<file path="config.mk">
export PLATFORM = sky130hd
export DESIGN_NAME = wb_port_arbiter_flat
export DESIGN_NICKNAME = d
export VERILOG_FILES = /design/src/rtl/wb_port_arbiter_pkg.sv /design/src/rtl/wb_port_arbiter_if.sv /design/src/rtl/wb_arb_fifo.sv /design/src/rtl/wb_port_arbiter.sv /design/src/flat_wrapper.sv
export SDC_FILE = /design/constraint.sdc
export NUM_CORES = 1
export LEC_CHECK = 0
export ABC_AREA = 1
export CORE_MARGIN = 3
export CORE_UTILIZATION = 44
export CTS_CLUSTER_SIZE = 25
export DETAILED_ROUTE_END_ITERATION = 10
export PLACE_DENSITY = 0.8
export SYNTH_ARGS = -nofsm -noshare
export SYNTH_HDL_FRONTEND = slang
export SYNTH_SLANG_ARGS = --single-unit
export TNS_END_PERCENT = 5
</file>
<file path="constraint.sdc">
create_clock -name clk -period 3.5 [get_ports clk]
set_clock_uncertainty 0.15 [all_clocks]
set_input_delay 0.7 -clock clk [delete_from_list [all_inputs] [get_ports clk]]
set_output_delay 0.7 -clock clk [all_outputs]
set_load 0.02 [all_outputs]
</file>
<file path="src/rtl/wb_port_arbiter_pkg.sv">
// Shared types for the register-file write-port arbiter: request payload and FSM states.
package wb_port_arbiter_pkg;
  localparam int RD_W   = 5;
  localparam int DATA_W = 32;

  typedef struct packed {
    logic [RD_W-1:0]   rd;
    logic [DATA_W-1:0] data;
  } wb_req_t;

  typedef enum logic [1:0] {IDLE, PEND, DRAIN} wb_arb_state_t;
endpackage

</file>
<file path="src/rtl/wb_port_arbiter_if.sv">
// Writeback, late-result and register-file port bundle of wb_port_arbiter.
// Forwarding signals exist only when WB_ARB_FWD_EN is defined.
interface wb_port_arbiter_if;
  import wb_port_arbiter_pkg::*;

  logic              wb_valid;
  logic              wb_we;
  logic [RD_W-1:0]   wb_rd;
  logic [DATA_W-1:0] wb_data;
  logic              lu_valid;
  logic              lu_ready;
  logic [RD_W-1:0]   lu_rd;
  logic [DATA_W-1:0] lu_data;
  logic              stall_req;
  logic              rf_we;
  logic [RD_W-1:0]   rf_waddr;
  logic [DATA_W-1:0] rf_wdata;
`ifdef WB_ARB_FWD_EN
  logic              fwd_valid;
  logic [RD_W-1:0]   fwd_rd;
  logic [DATA_W-1:0] fwd_data;

  modport master (
    output wb_valid, wb_we, wb_rd, wb_data, lu_valid, lu_rd, lu_data,
    input  lu_ready, stall_req, rf_we, rf_waddr, rf_wdata, fwd_valid, fwd_rd, fwd_data
  );
  modport slave (
    input  wb_valid, wb_we, wb_rd, wb_data, lu_valid, lu_rd, lu_data,
    output lu_ready, stall_req, rf_we, rf_waddr, rf_wdata, fwd_valid, fwd_rd, fwd_data
  );
`else
  modport master (
    output wb_valid, wb_we, wb_rd, wb_data, lu_valid, lu_rd, lu_data,
    input  lu_ready, stall_req, rf_we, rf_waddr, rf_wdata
  );
  modport slave (
    input  wb_valid, wb_we, wb_rd, wb_data, lu_valid, lu_rd, lu_data,
    output lu_ready, stall_req, rf_we, rf_waddr, rf_wdata
  );
`endif
endinterface

</file>
<file path="src/rtl/wb_arb_fifo.sv">
// Synchronous FIFO of late write-back requests; head is the combinational oldest entry.
module wb_arb_fifo
  import wb_port_arbiter_pkg::*;
#(
  parameter  int DEPTH = 2,
  localparam int PTR_W = $clog2(DEPTH),
  localparam int CNT_W = PTR_W + 1
) (
  input  logic             clk,
  input  logic             rstf,
  input  logic             push,
  input  wb_req_t          push_data,
  input  logic             pop,
  output wb_req_t          head,
  output logic             full,
  output logic             empty,
  output logic [CNT_W-1:0] count
);
  wb_req_t          mem [DEPTH];
  logic [PTR_W-1:0] wr_ptr;
  logic [PTR_W-1:0] rd_ptr;
  logic             do_push;
  logic             do_pop;

  assign empty   = (count == '0);
  assign full    = (count == CNT_W'(DEPTH));
  assign head    = mem[rd_ptr];
  assign do_pop  = pop && !empty;
  // At full the slot being popped is the one written, so a simultaneous push is safe.
  assign do_push = push && (!full || do_pop);

  always_ff @(posedge clk) begin
    if (rstf) begin
      wr_ptr <= '0;
      rd_ptr <= '0;
      count  <= '0;
    end else begin
      if (do_push) wr_ptr <= wr_ptr + 1'b1;
      if (do_pop)  rd_ptr <= rd_ptr + 1'b1;
      count <= count + CNT_W'(do_push) - CNT_W'(do_pop);
    end
  end

  always_ff @(posedge clk) begin
    if (do_push) mem[wr_ptr] <= push_data;
  end
endmodule

</file>
<file path="src/rtl/wb_port_arbiter.sv">
// Register-file write-port arbiter: pipeline writes win, late results queue and force a drain stall
// when starved. Optional WB_ARB_FWD_EN exposes the current-cycle winner for decode bypass.
module wb_port_arbiter
  import wb_port_arbiter_pkg::*;
#(
  parameter int STARVE_LIMIT = 4,
  parameter int BUF_DEPTH    = 2
) (
  input  logic               clk,
  input  logic               rstf,
  wb_port_arbiter_if.slave   bus
);
  localparam int         CNT_W      = $clog2(BUF_DEPTH) + 1;
  localparam logic [3:0] STARVE_LIM = 4'(STARVE_LIMIT);

  logic             live;
  logic             push;
  logic             pop;
  logic             full;
  logic             empty;
  logic [CNT_W-1:0] count;
  logic [CNT_W-1:0] count_nxt;
  wb_req_t          head;
  wb_req_t          lu_req;
  wb_req_t          win;
  logic             win_vld;
  logic [3:0]       starve_cnt;
  logic [3:0]       starve_nxt;
  wb_arb_state_t    state;
  logic             stall_req_q;
  logic             rf_we_q;
  logic [RD_W-1:0]  rf_waddr_q;
  logic [DATA_W-1:0] rf_wdata_q;

  assign live          = bus.wb_valid && bus.wb_we && (bus.wb_rd != '0);
  assign bus.lu_ready  = !rstf && !full;
  // x0 late results complete the handshake but never occupy a slot.
  assign push          = bus.lu_valid && bus.lu_ready && (bus.lu_rd != '0);
  assign pop           = !live && !empty;
  assign lu_req.rd     = bus.lu_rd;
  assign lu_req.data   = bus.lu_data;
  assign count_nxt     = count + CNT_W'(push) - CNT_W'(pop);

  wb_arb_fifo #(.DEPTH(BUF_DEPTH)) u_fifo (
    .clk       (clk),
    .rstf      (rstf),
    .push      (push),
    .push_data (lu_req),
    .pop       (pop),
    .head      (head),
    .full      (full),
    .empty     (empty),
    .count     (count)
  );

  always_comb begin
    win_vld = 1'b0;
    win     = '0;
    if (live) begin
      win_vld  = 1'b1;
      win.rd   = bus.wb_rd;
      win.data = bus.wb_data;
    end else if (!empty) begin
      win_vld = 1'b1;
      win     = head;
    end
  end

  always_comb begin
    starve_nxt = starve_cnt;
    if (empty || pop)           starve_nxt = '0;
    else if (starve_cnt != 4'hF) starve_nxt = starve_cnt + 4'd1;
  end

  // Output register stage and arbitration FSM
  always_ff @(posedge clk) begin
    if (rstf) begin
      state       <= IDLE;
      stall_req_q <= 1'b0;
      starve_cnt  <= '0;
      rf_we_q     <= 1'b0;
      rf_waddr_q  <= '0;
      rf_wdata_q  <= '0;
    end else begin
      starve_cnt <= starve_nxt;
      rf_we_q    <= win_vld;
      if (win_vld) begin
        rf_waddr_q <= win.rd;
        rf_wdata_q <= win.data;
      end
      case (state)
        IDLE:  if (push) state <= PEND;
        PEND: begin
          if (count_nxt == '0) begin
            state <= IDLE;
          end else if (starve_nxt >= STARVE_LIM) begin
            state       <= DRAIN;
            stall_req_q <= 1'b1;
          end
        end
        DRAIN: begin
          if (count_nxt == '0) begin
            state       <= IDLE;
            stall_req_q <= 1'b0;
          end
        end
        default: begin
          state       <= IDLE;
          stall_req_q <= 1'b0;
        end
      endcase
    end
  end

  assign bus.stall_req = stall_req_q;
  assign bus.rf_we     = rf_we_q;
  assign bus.rf_waddr  = rf_waddr_q;
  assign bus.rf_wdata  = rf_wdata_q;

`ifdef WB_ARB_FWD_EN
  assign bus.fwd_valid = win_vld && !rstf;
  assign bus.fwd_rd    = win.rd;
  assign bus.fwd_data  = win.data;
`endif

  // The pipeline keeps priority even while stalled so no result is lost; flag the violation.
  a_no_wb_during_stall: assert property (@(posedge clk) disable iff (rstf) !(live && stall_req_q));
endmodule

</file>
<file path="src/flat_wrapper.sv">
// flat-port wrapper written by rule: the top's interface ports become plain ports
module wb_port_arbiter_flat import wb_port_arbiter_pkg::*;
#(
  parameter int STARVE_LIMIT = 4,
  parameter int BUF_DEPTH    = 2
)
  (clk, rstf, bus_wb_valid, bus_wb_we, bus_wb_rd, bus_wb_data, bus_lu_valid, bus_lu_rd, bus_lu_data, bus_lu_ready, bus_stall_req, bus_rf_we, bus_rf_waddr, bus_rf_wdata);
  wb_port_arbiter_if bus_i ();
  input  logic clk;
  input  logic rstf;
  input wire logic [$bits(bus_i.wb_valid)-1:0] bus_wb_valid;
  input wire logic [$bits(bus_i.wb_we)-1:0] bus_wb_we;
  input wire logic [$bits(bus_i.wb_rd)-1:0] bus_wb_rd;
  input wire logic [$bits(bus_i.wb_data)-1:0] bus_wb_data;
  input wire logic [$bits(bus_i.lu_valid)-1:0] bus_lu_valid;
  input wire logic [$bits(bus_i.lu_rd)-1:0] bus_lu_rd;
  input wire logic [$bits(bus_i.lu_data)-1:0] bus_lu_data;
  output wire logic [$bits(bus_i.lu_ready)-1:0] bus_lu_ready;
  output wire logic [$bits(bus_i.stall_req)-1:0] bus_stall_req;
  output wire logic [$bits(bus_i.rf_we)-1:0] bus_rf_we;
  output wire logic [$bits(bus_i.rf_waddr)-1:0] bus_rf_waddr;
  output wire logic [$bits(bus_i.rf_wdata)-1:0] bus_rf_wdata;
  assign bus_i.wb_valid = bus_wb_valid;
  assign bus_i.wb_we = bus_wb_we;
  assign bus_i.wb_rd = bus_wb_rd;
  assign bus_i.wb_data = bus_wb_data;
  assign bus_i.lu_valid = bus_lu_valid;
  assign bus_i.lu_rd = bus_lu_rd;
  assign bus_i.lu_data = bus_lu_data;
  assign bus_lu_ready = bus_i.lu_ready;
  assign bus_stall_req = bus_i.stall_req;
  assign bus_rf_we = bus_i.rf_we;
  assign bus_rf_waddr = bus_i.rf_waddr;
  assign bus_rf_wdata = bus_i.rf_wdata;
  wb_port_arbiter #(.STARVE_LIMIT(STARVE_LIMIT), .BUF_DEPTH(BUF_DEPTH)) u_core (.clk(clk), .rstf(rstf), .bus(bus_i));
endmodule
</file>
==> Implementation_results.wiki, run 1 <==
{| class="wikitable"
! Metric !! Value
|-
| Min Clock Period, post-route || 2.84 ns
|-
| Power per cell area || 715 mW/mm^2
|-
| TritonCTS clock tree || built
|-
| Overall routing resource usage || 0.195
|-
| Number of CTS-inserted buffers || 17
|-
| Iter 0 DRT Violations || 232
|-
| Adder and majority cell fraction of the synthesized area || 0.0129
|-
| Die Height || 111 um
|-
| Area of the core || 0.0105 sq mm
|-
| Fraction of layout instances using a drive strength above 1 || 0.106
|-
| Cell area after technology mapping || 0.00486 sq mm
|-
| Xor/xnor share of the synthesized area || 0.00360
|-
| Vias/cell || 5.09
|-
| Width of the die || 111 um
|-
| Start point of the worst min-delay path || u_core.u_fifo.rd_ptr
|-
| Initial antenna violation count || 0
|-
| Clock latency reported for the late side of the worst-skew pair || 0.51 ns
|-
| Via total after detailed routing || 3712
|-
| Critical path class || input pin to flip-flop
|-
| Maximum number of pins on one net before global-route repair || 44
|-
| Cell depth of the worst hold path || 1
|-
| Slew headroom || 0.416
|-
| Number of DRC violations after detailed routing || 0
|-
| Via count of the first global-routing pass || 3809
|-
| Portion of the clock cycle consumed by the worst path in the final layout || 0.810
|-
| Area fraction in compound gates after synthesis || 0.0886
|-
| R2r endpoint || u_core.bus.stall_req
|-
| RSZ-0062 raised after global routing || false
|-
| Remaining antenna violation count || 0
|-
| Syn nets || 540
|-
| Last weighted congestion value of the routability-driven placer || 0.777
|-
| R2R Setup Slk || 0.92 ns
|-
| Clock sink count || 124
|-
| N_diodes || 0
|-
| Global-route wire length before repair || 18900 um
|-
| Final setup violating endpoints || 0
|-
| Site Rows || 37
|-
| Final WS setup || 0.665 ns
|-
| Multiplexer share of the synthesized area || 0.0185
|-
| Largest family of logic cells by synthesized area || simple AND/OR/NAND/NOR gates
|-
| Signed area change from the synthesized netlist to the final layout || 38.4%
|-
| Share of the yosys chip area belonging to registers || 0.663
|-
| Buffer cell driving the clock tree root || clkbuf_8
|-
| Final hold viol count || 0
|-
| Avg Inst Size Synth || 10.7 sq um
|-
| Sum of net half-perimeters after detailed placement || 7750 um
|-
| Fmax achieved || 353 MHz
|-
| Clk pin slew, worst setup/hold paths || 0.06 ns
|-
| Logic depth of the worst register-to-register path || 16
|-
| Worst setup slack after placement || 0.273 ns
|-
| Maximum number of buffers from clock root to sink || 2
|-
| Final routed wirelength across all metal layers || 11600 um
|-
| Full die area || 0.0123 sq mm
|-
| Number of buffers inserted for hold repair after clock tree synthesis || 0
|-
| Post-CTS resize count || 0
|-
| Synthesized flop and latch total || 124
|-
| Final Max Tran Viols || 0
|-
| Critical path data arrival time || 3.06 ns
|-
| Hold slack || 0.298 ns
|-
| Critical path data required time || 3.72 ns
|-
| Status || finished, final reports clean
|-
| Routed wirelength normalized by instance count || 15.9 um
|-
| IR drop worst, VDD || 0.000434 V
|-
| Count of yosys warnings during synthesis || 0
|-
| Aggregate global routing overflow || 0
|-
| Simple-gate share of the synthesized area || 0.167
|-
| Worst setup SP type || input pin
|-
| Leakage || 0.00248 uW
|-
| Synth cell types || 29
|-
| Number of nets in the final layout || 664
|-
| Critical path endpoint category || flip-flop
|-
| Actual slew at the worst max-slew pin || 0.875 ns
|-
| Gate count after technology mapping || 456
|-
| Ports || 119
|-
| Type of the most critical hold path || flip-flop to flip-flop
|-
| Number of setup buffers added after CTS || 0
|-
| Starting density of the core || 0.462
|-
| Highest fanout seen on the critical path || 4
|-
| IO Port Bufs || 118
|-
| Count of TritonRoute iterations in the first routing pass || 5
|-
| Max capacitance violation total || 0
|-
| Beginning of the worst register-to-register path || u_core.u_fifo.count[0]
|-
| Max H-tree Level || 4
|}
## worst max path at each step
stage | from | endpoint | slack [ns] | cells past startpoint
detailed placement | bus_lu_rd[3] | u_core.bus.stall_req | 0.27 | 17
global route | bus_lu_rd[2] | u_core.bus.stall_req | 0.48 | 17
floorplan | rstf | u_core.u_fifo.mem[0][0] | -0.07 | 8
finish | bus_lu_rd[3] | u_core.bus.stall_req | 0.66 | 17
CTS | bus_lu_rd[3] | u_core.bus.stall_req | 0.73 | 17
global placement | bus_lu_rd[3] | u_core.bus.stall_req | 0.40 | 16
## power breakdown
part           internal (uW)  switching [uW]
sequential              1760            95.4
clock                   1060             582
combinational            545             770
## metrics by stage
stage	setup TNS, ns	util	cell area [sq um]	power [uW]	cells
after floorplan	-2.50	-	4860	2690	456
after global placement	0	0.586	6160	3140	697
after detailed placement	0	0.586	6160	3190	697
after CTS	0	0.640	6730	4850	729
after global routing	0	0.640	6730	5060	729
final	0	0.640	6730	4810	729
## state kept, by name, summed over array words and instances, names as in the netlist, named ones only
register,count
u_core.starve_cnt,4
u_core.u_fifo.rd_ptr,1
u_core.u_fifo.mem,74
u_core.u_fifo.count,2
u_core.u_fifo.wr_ptr,1
u_core.bus.rf_waddr,5
u_core.bus.stall_req,1
u_core.bus.rf_we,1
u_core.bus.rf_wdata,32
u_core.state,2
## worst max-delay path: stages
cell	delay [ns]
clkdlybuf4s50_1	0.44
nor3_1	0.25
nor3b_1	0.25
nor2_1	0.13
inv_2	0.13
ha_1	0.24
inv_1	0.09
ha_1	0.22
inv_1	0.09
nand2_1	0.07
nand3_1	0.12
nand2_1	0.09
nand2_1	0.05
inv_1	0.04
nand2_1	0.04
nand2_1	0.05
a21oi_1	0.06
## kinds of logic after synthesis
family | count (synthesis)
adders and majority gates | 5
and+or+nand+nor | 198
AOI/OAI and AO/OA | 71
buffers and inverters | 47
muxes | 9
xor gates and xnor gates | 2
DFF | 124
## Yosys cell counts (all sizes together)
library cell	number	area, sq um
ha	5	62.6
nor3b	1	7.51
dfxtp	50	1000
nand4	1	6.26
or2	14	87.6
a31oi	31	194
nand3	11	55.1
xnor2	1	8.76
nor3	2	10.0
nand2	147	557
o22ai	1	6.26
o211ai	14	105
edfxtp	74	2220
mux2i	9	90.1
xor2	1	8.76
a21oi	14	70.1
clkbuf	8	30.0
o21ai	11	55.1
buf	14	96.3
nor2	22	90.1
inv	25	96.4
## cells in the final DEF (no fill, tap or decap), types with 2 or more instances in the layout
cell / Yosys / routed
nand2_1: 145 / 145
clkdlybuf4s50_1: 0 / 117
edfxtp_1: 74 / 74
dfxtp_1: 50 / 49
a31oi_1: 31 / 31
nor2_1: 21 / 19
inv_1: 19 / 19
clkbuf_16: 0 / 16
a21oi_1: 14 / 14
or2_2: 14 / 14
o211ai_1: 14 / 14
nand3_1: 11 / 11
mux2i_1: 9 / 9
o21ai_0: 9 / 9
buf_4: 4 / 9
inv_2: 5 / 5
ha_1: 5 / 5
clkbuf_8: 0 / 4
clkbuf_1: 8 / 4
clkinv_2: 0 / 4
nor2_4: 1 / 3
nand2_2: 2 / 2
o21ai_1: 2 / 2
nor3_1: 2 / 2
bufinv_16: 0 / 2
## routing by layer
metal	track usage	share of wire
met2	0.352	0.53
met1	0.216	0.40
met4	0.0803	0.026
met5	0	0
met3	0.0524	0.046
## area by class of cell
| type | instances | area [sq um] |
|---|---|---|
| clock buffers | 24 | 470 |
| repair buffers | 127 | 1240 |
| multi-input cells | 285 | 1430 |
| clock inverters | 8 | 91.3 |
| inverters | 25 | 96.3 |
| flip-flops and latches | 124 | 3220 |
| fillers | 792 | 3780 |
| well taps | 136 | 170 |
No activity file was read; power rests on OpenSTA's default activity.
==> run 2, diff against run 1 <==
Settings changed: CORE_UTILIZATION 44 to 49, PLACE_DENSITY 0.8 to 0.84.
Clock period 3.5 ns to 2.85 ns, I/O delays scaled along.
==> Implementation_results.wiki, run 2 (synthesis results as in run 1) <==
{| class="wikitable"
! Metric !! Value
|-
| Hold slack || 0.254 ns
|-
| Number of buffers inserted for hold repair after clock tree synthesis || 0
|-
| Number of DRC violations after detailed routing || 0
|-
| Slew headroom || 0.449
|-
| Signed area change from the synthesized netlist to the final layout || 39.9%
|-
| Max H-tree Level || 4
|-
| Aggregate global routing overflow || 0
|-
| Type of the most critical hold path || input pin to flip-flop
|-
| Actual slew at the worst max-slew pin || 0.825 ns
|-
| Vias/cell || 5.23
|-
| TritonCTS clock tree || built
|-
| Most common library cell in the layout ignoring fill and taps || nand2_1
|-
| Critical path class || input pin to flip-flop
|-
| Iter 0 DRT Violations || 224
|-
| Portion of the clock cycle consumed by the worst path in the final layout || 0.897
|-
| Setup TNS || 0 ns
|-
| Combined flip-flop and latch cell area || 0.00322 sq mm
|-
| Final setup violating endpoints || 0
|-
| Clk pin slew, worst setup/hold paths || 0.06 ns
|-
| Max capacitance violation total || 0
|-
| Critical path data arrival time || 2.78 ns
|-
| Fmax achieved || 391 MHz
|-
| Post-CTS resize count || 0
|-
| Routed wirelength normalized by instance count || 16.3 um
|-
| Remaining antenna violation count || 0
|-
| Max reg flops || 74
|-
| Global-route wire length before repair || 19200 um
|-
| Worst path max stage delay || 0.44 ns
|-
| Buffer cell driving the clock tree root || clkbuf_8
|-
| Highest fanout seen on the critical path || 3
|-
| Site Rows || 35
|-
| Die Height || 106 um
|-
| IO Port Bufs || 118
|-
| Ports || 119
|-
| Final Max Tran Viols || 0
|-
| Width of the die || 106 um
|-
| Count of TritonRoute iterations in the first routing pass || 5
|-
| Critical path data required time || 3.07 ns
|-
| Register containing the most flip-flops in the final layout || u_core.u_fifo.mem
|-
| Worst Path Buf+Inv || 5
|-
| Via total after detailed routing || 3808
|-
| Number of nets in the final layout || 670
|-
| Ordered cell list for the critical path || clkdlybuf4s50_1 -> nor3_1 -> nor3b_1 -> nor2_1 -> inv_2 -> ha_1 -> inv_1 -> ha_1 -> inv_1 -> nand2_1 -> nand3_1 -> nand2_1 -> nand2_1 -> inv_1 -> nand2_1 -> nand2_1 -> a21oi_1
|-
| Overall routing resource usage || 0.222
|-
| Worst setup SP type || input pin
|-
| Layout fillers || 666
|-
| Status || finished, final reports clean
|-
| Area of the core || 0.00946 sq mm
|-
| Last weighted congestion value of the routability-driven placer || 0.809
|-
| Power per cell area || 873 mW/mm^2
|-
| Clock latency reported for the late side of the worst-skew pair || 0.51 ns
|-
| Maximum number of pins on one net before global-route repair || 44
|-
| IR drop worst, VDD || 0.000545 V
|-
| RSZ-0062 raised after global routing || false
|-
| Leakage || 0.00251 uW
|-
| N_diodes || 0
|-
| Commonest cells after routing, fill and taps aside || nand2_1, clkdlybuf4s50_1, edfxtp_1
|-
| Fraction of layout instances using a drive strength above 1 || 0.122
|-
| Cell seen most often among critical-path stages || nand2_1
|-
| Critical-path top delay cell || clkdlybuf4s50_1
|-
| Full die area || 0.0111 sq mm
|-
| Number of CTS-inserted buffers || 17
|-
| Critical path endpoint category || flip-flop
|-
| Sum of net half-perimeters after detailed placement || 7820 um
|-
| Final routed wirelength across all metal layers || 11900 um
|-
| Min Clock Period, post-route || 2.56 ns
|-
| Final hold viol count || 0
|-
| Initial antenna violation count || 0
|-
| Number of setup buffers added after CTS || 0
|-
| Clock sink count || 124
|-
| Multi-input gate area || 0.00143 sq mm
|-
| Starting density of the core || 0.514
|-
| Via count of the first global-routing pass || 3947
|-
| Dominant delay contributor by cell family on the critical path || simple AND/OR/NAND/NOR gates
|-
| Maximum number of buffers from clock root to sink || 2
|}
## run 2: cell count changes in the layout (fill, tap and decap cells not counted), sizes merged
cell,change
bufinv,-1
buf,+6
inv,+2
clkbuf,-5
clkinv,+2
clkinvlp,+2
## run 2: per-stage QoR
stage               instance area (sq um)  cells  total power [uW]  setup WS, ns  utilization
floorplan                            4860    456              3300        -0.588            -
global placement                     6240    696              3890       -0.0687        0.659
detailed placement                   6240    696              3970        -0.159        0.659
CTS                                  6800    728              5960         0.322        0.719
global route                         6800    728              6230        0.0565        0.719
finish                               6800    728              5930         0.294        0.719
## run 2: final timing paths
check / endpoint / from / slack, ns / depth (start not counted)
worst min-delay path: u_core.u_fifo.count[1] / rstf / 0.25 / 4
worst min register to register: u_core.u_fifo.rd_ptr / u_core.u_fifo.rd_ptr / 0.31 / 1
worst max-delay path: u_core.bus.stall_req / bus_lu_rd[3] / 0.29 / 17
worst max register to register: u_core.bus.stall_req / u_core.u_fifo.count[1] / 0.50 / 18
## run 2: cell type report
| type | count | area share |
|---|---|---|
| timing repair buffer | 133 | 0.195 |
| clock inverter | 13 | 0.0171 |
| clock buffer | 19 | 0.0652 |
| sequential | 124 | 0.474 |
| inverter | 25 | 0.0142 |
| tap | 129 | 0.0237 |
| multi-input combinational | 285 | 0.210 |
## run 2: power breakdown
part	total (uW)	leakage, uW	switching (uW)	internal, uW
Combinational	1660	0.00115	959	702
Clock	1990	0.000269	781	1210
Sequential	2280	0.00109	126	2160
## run 2: metal layers
metal | track usage | vias up | share of wire
met1 | 0.252 | 1820 | 0.39
met3 | 0.0557 | 19 | 0.061
met4 | 0.0916 | 0 | 0.016
met2 | 0.398 | 141 | 0.53
li1 | - | 1828 | -
met5 | 0 | - | 0
## run 2: worst reg2reg max path, stage by stage, from the launching register on
cell,delay (ns)
dfxtp_1,0.39
inv_1,0.08
o21ai_1,0.22
inv_2,0.06
nand2_1,0.10
nor2_1,0.08
inv_2,0.08
ha_1,0.22
inv_1,0.05
ha_1,0.18
inv_1,0.07
nand2_1,0.07
nand3_1,0.10
nand2_1,0.07
nand2_1,0.07
inv_1,0.08
nand2_1,0.05
nand2_1,0.05
a21oi_1,0.05
==> run 3, diff against run 2 <==
Settings changed: REMOVE_ABC_BUFFERS from default to 1.
==> Implementation_results.wiki, run 3 (synthesis results as in run 1) <==
{| class="wikitable"
! Metric !! Value
|-
| Status || finished, final reports clean
|-
| Number of setup buffers added after CTS || 0
|-
| Ordered cell list for the critical path || clkdlybuf4s50_1 -> nor3_1 -> nor3b_1 -> nor2_1 -> inv_2 -> ha_1 -> inv_1 -> ha_1 -> inv_1 -> nand3_1 -> nand2_1 -> nand2_1 -> inv_1 -> nand2_1 -> nand2_1 -> a21oi_1
|-
| Cell seen most often among critical-path stages || nand2_1
|-
| Critical path data arrival time || 2.80 ns
|-
| Beginning of the worst register-to-register path || u_core.u_fifo.count[1]
|-
| Worst Path Buf+Inv || 5
|-
| Max reg flops || 74
|-
| Routed wirelength normalized by instance count || 15.6 um
|-
| Clock latency reported for the late side of the worst-skew pair || 0.50 ns
|-
| Final Instance Area || 0.00679 sq mm
|-
| Global-route wire length before repair || 18300 um
|-
| Highest fanout seen on the critical path || 3
|-
| Critical path endpoint category || flip-flop
|-
| Aggregate global routing overflow || 0
|-
| Dominant delay contributor by cell family on the critical path || simple AND/OR/NAND/NOR gates
|-
| R2R Setup Slk || 0.41 ns
|-
| Register containing the most flip-flops in the final layout || u_core.u_fifo.mem
|-
| Placed Instance Area || 0.00621 sq mm
|-
| Fraction of layout instances using a drive strength above 1 || 0.114
|-
| Number of DRC violations after detailed routing || 0
|-
| Worst path max stage delay || 0.45 ns
|-
| Clock sink count || 124
|-
| Number of buffers inserted for hold repair after clock tree synthesis || 0
|-
| Actual slew at the worst max-slew pin || 0.864 ns
|-
| Power Total || 5950 uW
|-
| Number of nets in the final layout || 667
|-
| Last weighted congestion value of the routability-driven placer || 0.840
|-
| Die Height || 106 um
|-
| Cells after DPL || 693
|-
| Final hold viol count || 0
|-
| Via total after detailed routing || 3771
|-
| Remaining antenna violation count || 0
|-
| Count of TritonRoute iterations in the first routing pass || 5
|-
| TritonCTS clock tree || built
|-
| Most common library cell in the layout ignoring fill and taps || nand2_1
|-
| Logic depth of the worst register-to-register path || 18
|-
| Number of CTS-inserted buffers || 17
|-
| Starting density of the core || 0.514
|-
| Fmax achieved || 385 MHz
|-
| Maximum number of pins on one net before global-route repair || 44
|-
| Cell depth of the worst hold path || 4
|-
| Portion of the clock cycle consumed by the worst path in the final layout || 0.912
|-
| IR drop worst, VDD || 0.000441 V
|-
| Buffer cell driving the clock tree root || clkbuf_8
|-
| Max H-tree Level || 4
|-
| Vias/cell || 5.20
|-
| Commonest cells after routing, fill and taps aside || nand2_1, clkdlybuf4s50_1, edfxtp_1
|-
| Critical path class || input pin to flip-flop
|-
| Post-CTS resize count || 0
|-
| Site Rows || 35
|-
| RSZ-0062 raised after global routing || false
|-
| Iter 0 DRT Violations || 227
|-
| Leakage || 0.00250 uW
|-
| Sum of net half-perimeters after detailed placement || 7330 um
|-
| N_diodes || 0
|-
| Start point of the worst min-delay path || rstf
|-
| Clk pin slew, worst setup/hold paths || 0.06 ns
|-
| Final Max Tran Viols || 0
|-
| Type of the most critical hold path || input pin to flip-flop
|-
| Min Clock Period, post-route || 2.60 ns
|-
| Maximum number of buffers from clock root to sink || 2
|-
| Critical-path top delay cell || clkdlybuf4s50_1
|-
| Max capacitance violation total || 0
|-
| Critical path data required time || 3.05 ns
|-
| Worst setup path start || bus_lu_rd[3]
|-
| Worst-case hold path end point || u_core.u_fifo.count[1]
|-
| Ports || 119
|-
| R2r endpoint || u_core.bus.stall_req
|-
| IO Port Bufs || 118
|-
| Combined flip-flop and latch cell area || 0.00322 sq mm
|-
| Layout fillers || 682
|-
| Via count of the first global-routing pass || 3866
|-
| Initial antenna violation count || 0
|-
| Worst setup SP type || input pin
|-
| Area of the core || 0.00946 sq mm
|-
| Final setup violating endpoints || 0
|-
| Multi-input gate area || 0.00143 sq mm
|-
| Power per cell area || 877 mW/mm^2
|-
| Post-route insts no fill || 725
|-
| Signed area change from the synthesized netlist to the final layout || 39.6%
|-
| Slew headroom || 0.423
|-
| Final routed wirelength across all metal layers || 11300 um
|-
| Width of the die || 106 um
|-
| Overall routing resource usage || 0.210
|-
| Full die area || 0.0111 sq mm
|}
[run 3: cell types whose count changed in the layout (fill, tap and decap cells not counted)]
cell | before | now
inv_6 | 2 | 0
bufinv_16 | 1 | 2
clkinv_2 | 4 | 2
clkinv_1 | 0 | 1
clkbuf_16 | 17 | 16
clkbuf_8 | 1 | 3
clkinv_4 | 3 | 2
clkbuf_1 | 1 | 2
clkinvlp_4 | 3 | 4
buf_4 | 12 | 9
[run 3: worst reg2reg max path: stages (launching register included)]
cell     delay (ns)
dfxtp_1        0.35
inv_1          0.11
o21ai_1        0.07
inv_2          0.06
nand2_1        0.07
nor2_1         0.21
inv_2          0.06
ha_1           0.28
inv_1          0.05
ha_1           0.20
inv_1          0.08
nand3_1        0.10
nand2_1        0.09
nand3_1        0.07
nand2_1        0.09
inv_1          0.05
nand2_1        0.07
nand2_1        0.06
a21oi_1        0.14
[run 3: power by group]
| part | switching (uW) | leakage [uW] | internal, uW |
|---|---|---|---|
| clock network | 738 | 0.000268 | 1290 |
| logic | 958 | 0.00114 | 696 |
| registers | 118 | 0.00109 | 2160 |
[run 3: worst max path at each step]
stage / end / slack (ns) / depth (start not counted)
6_report: u_core.bus.stall_req / 0.25 / 16
3_3_place_gp: u_core.bus.stall_req / 0.08 / 16
2_1_floorplan: u_core.u_fifo.mem[1][0] / -0.45 / 7
3_5_place_dp: u_core.bus.stall_req / -0.13 / 16
5_1_grt: u_core.bus.stall_req / 0.09 / 17
4_1_cts: u_core.bus.stall_req / 0.25 / 17
[run 3: layer usage]
layer	vias to the layer above	routed length (um)	share of wire	GRT usage
met5	-	0	0	0
met4	0	222	0.020	0.0740
met3	20	650	0.057	0.0570
met2	135	6020	0.53	0.381
met1	1793	4440	0.39	0.236
li1	1823	-	-	-
[run 3: cell type report]
class / instances / area share
Sequential cell: 124 / 0.475
Timing Repair Buffer: 130 / 0.192
Inverter: 25 / 0.0142
Tap cell: 129 / 0.0238
Multi-Input combinational cell: 285 / 0.211
Clock inverter: 11 / 0.0179
Clock buffer: 21 / 0.0662
[run 3: per-stage QoR]
stage	worst slack [ns]	util	hold slack, ns	TNS, ns
after floorplan	-0.452	-	0.275	-32.52
after global placement	0.0757	0.657	0.277	0
after detailed placement	-0.128	0.657	0.296	-0.143
after CTS	0.253	0.717	0.225	0
after global routing	0.0894	0.717	0.236	0
final	0.251	0.717	0.241	0
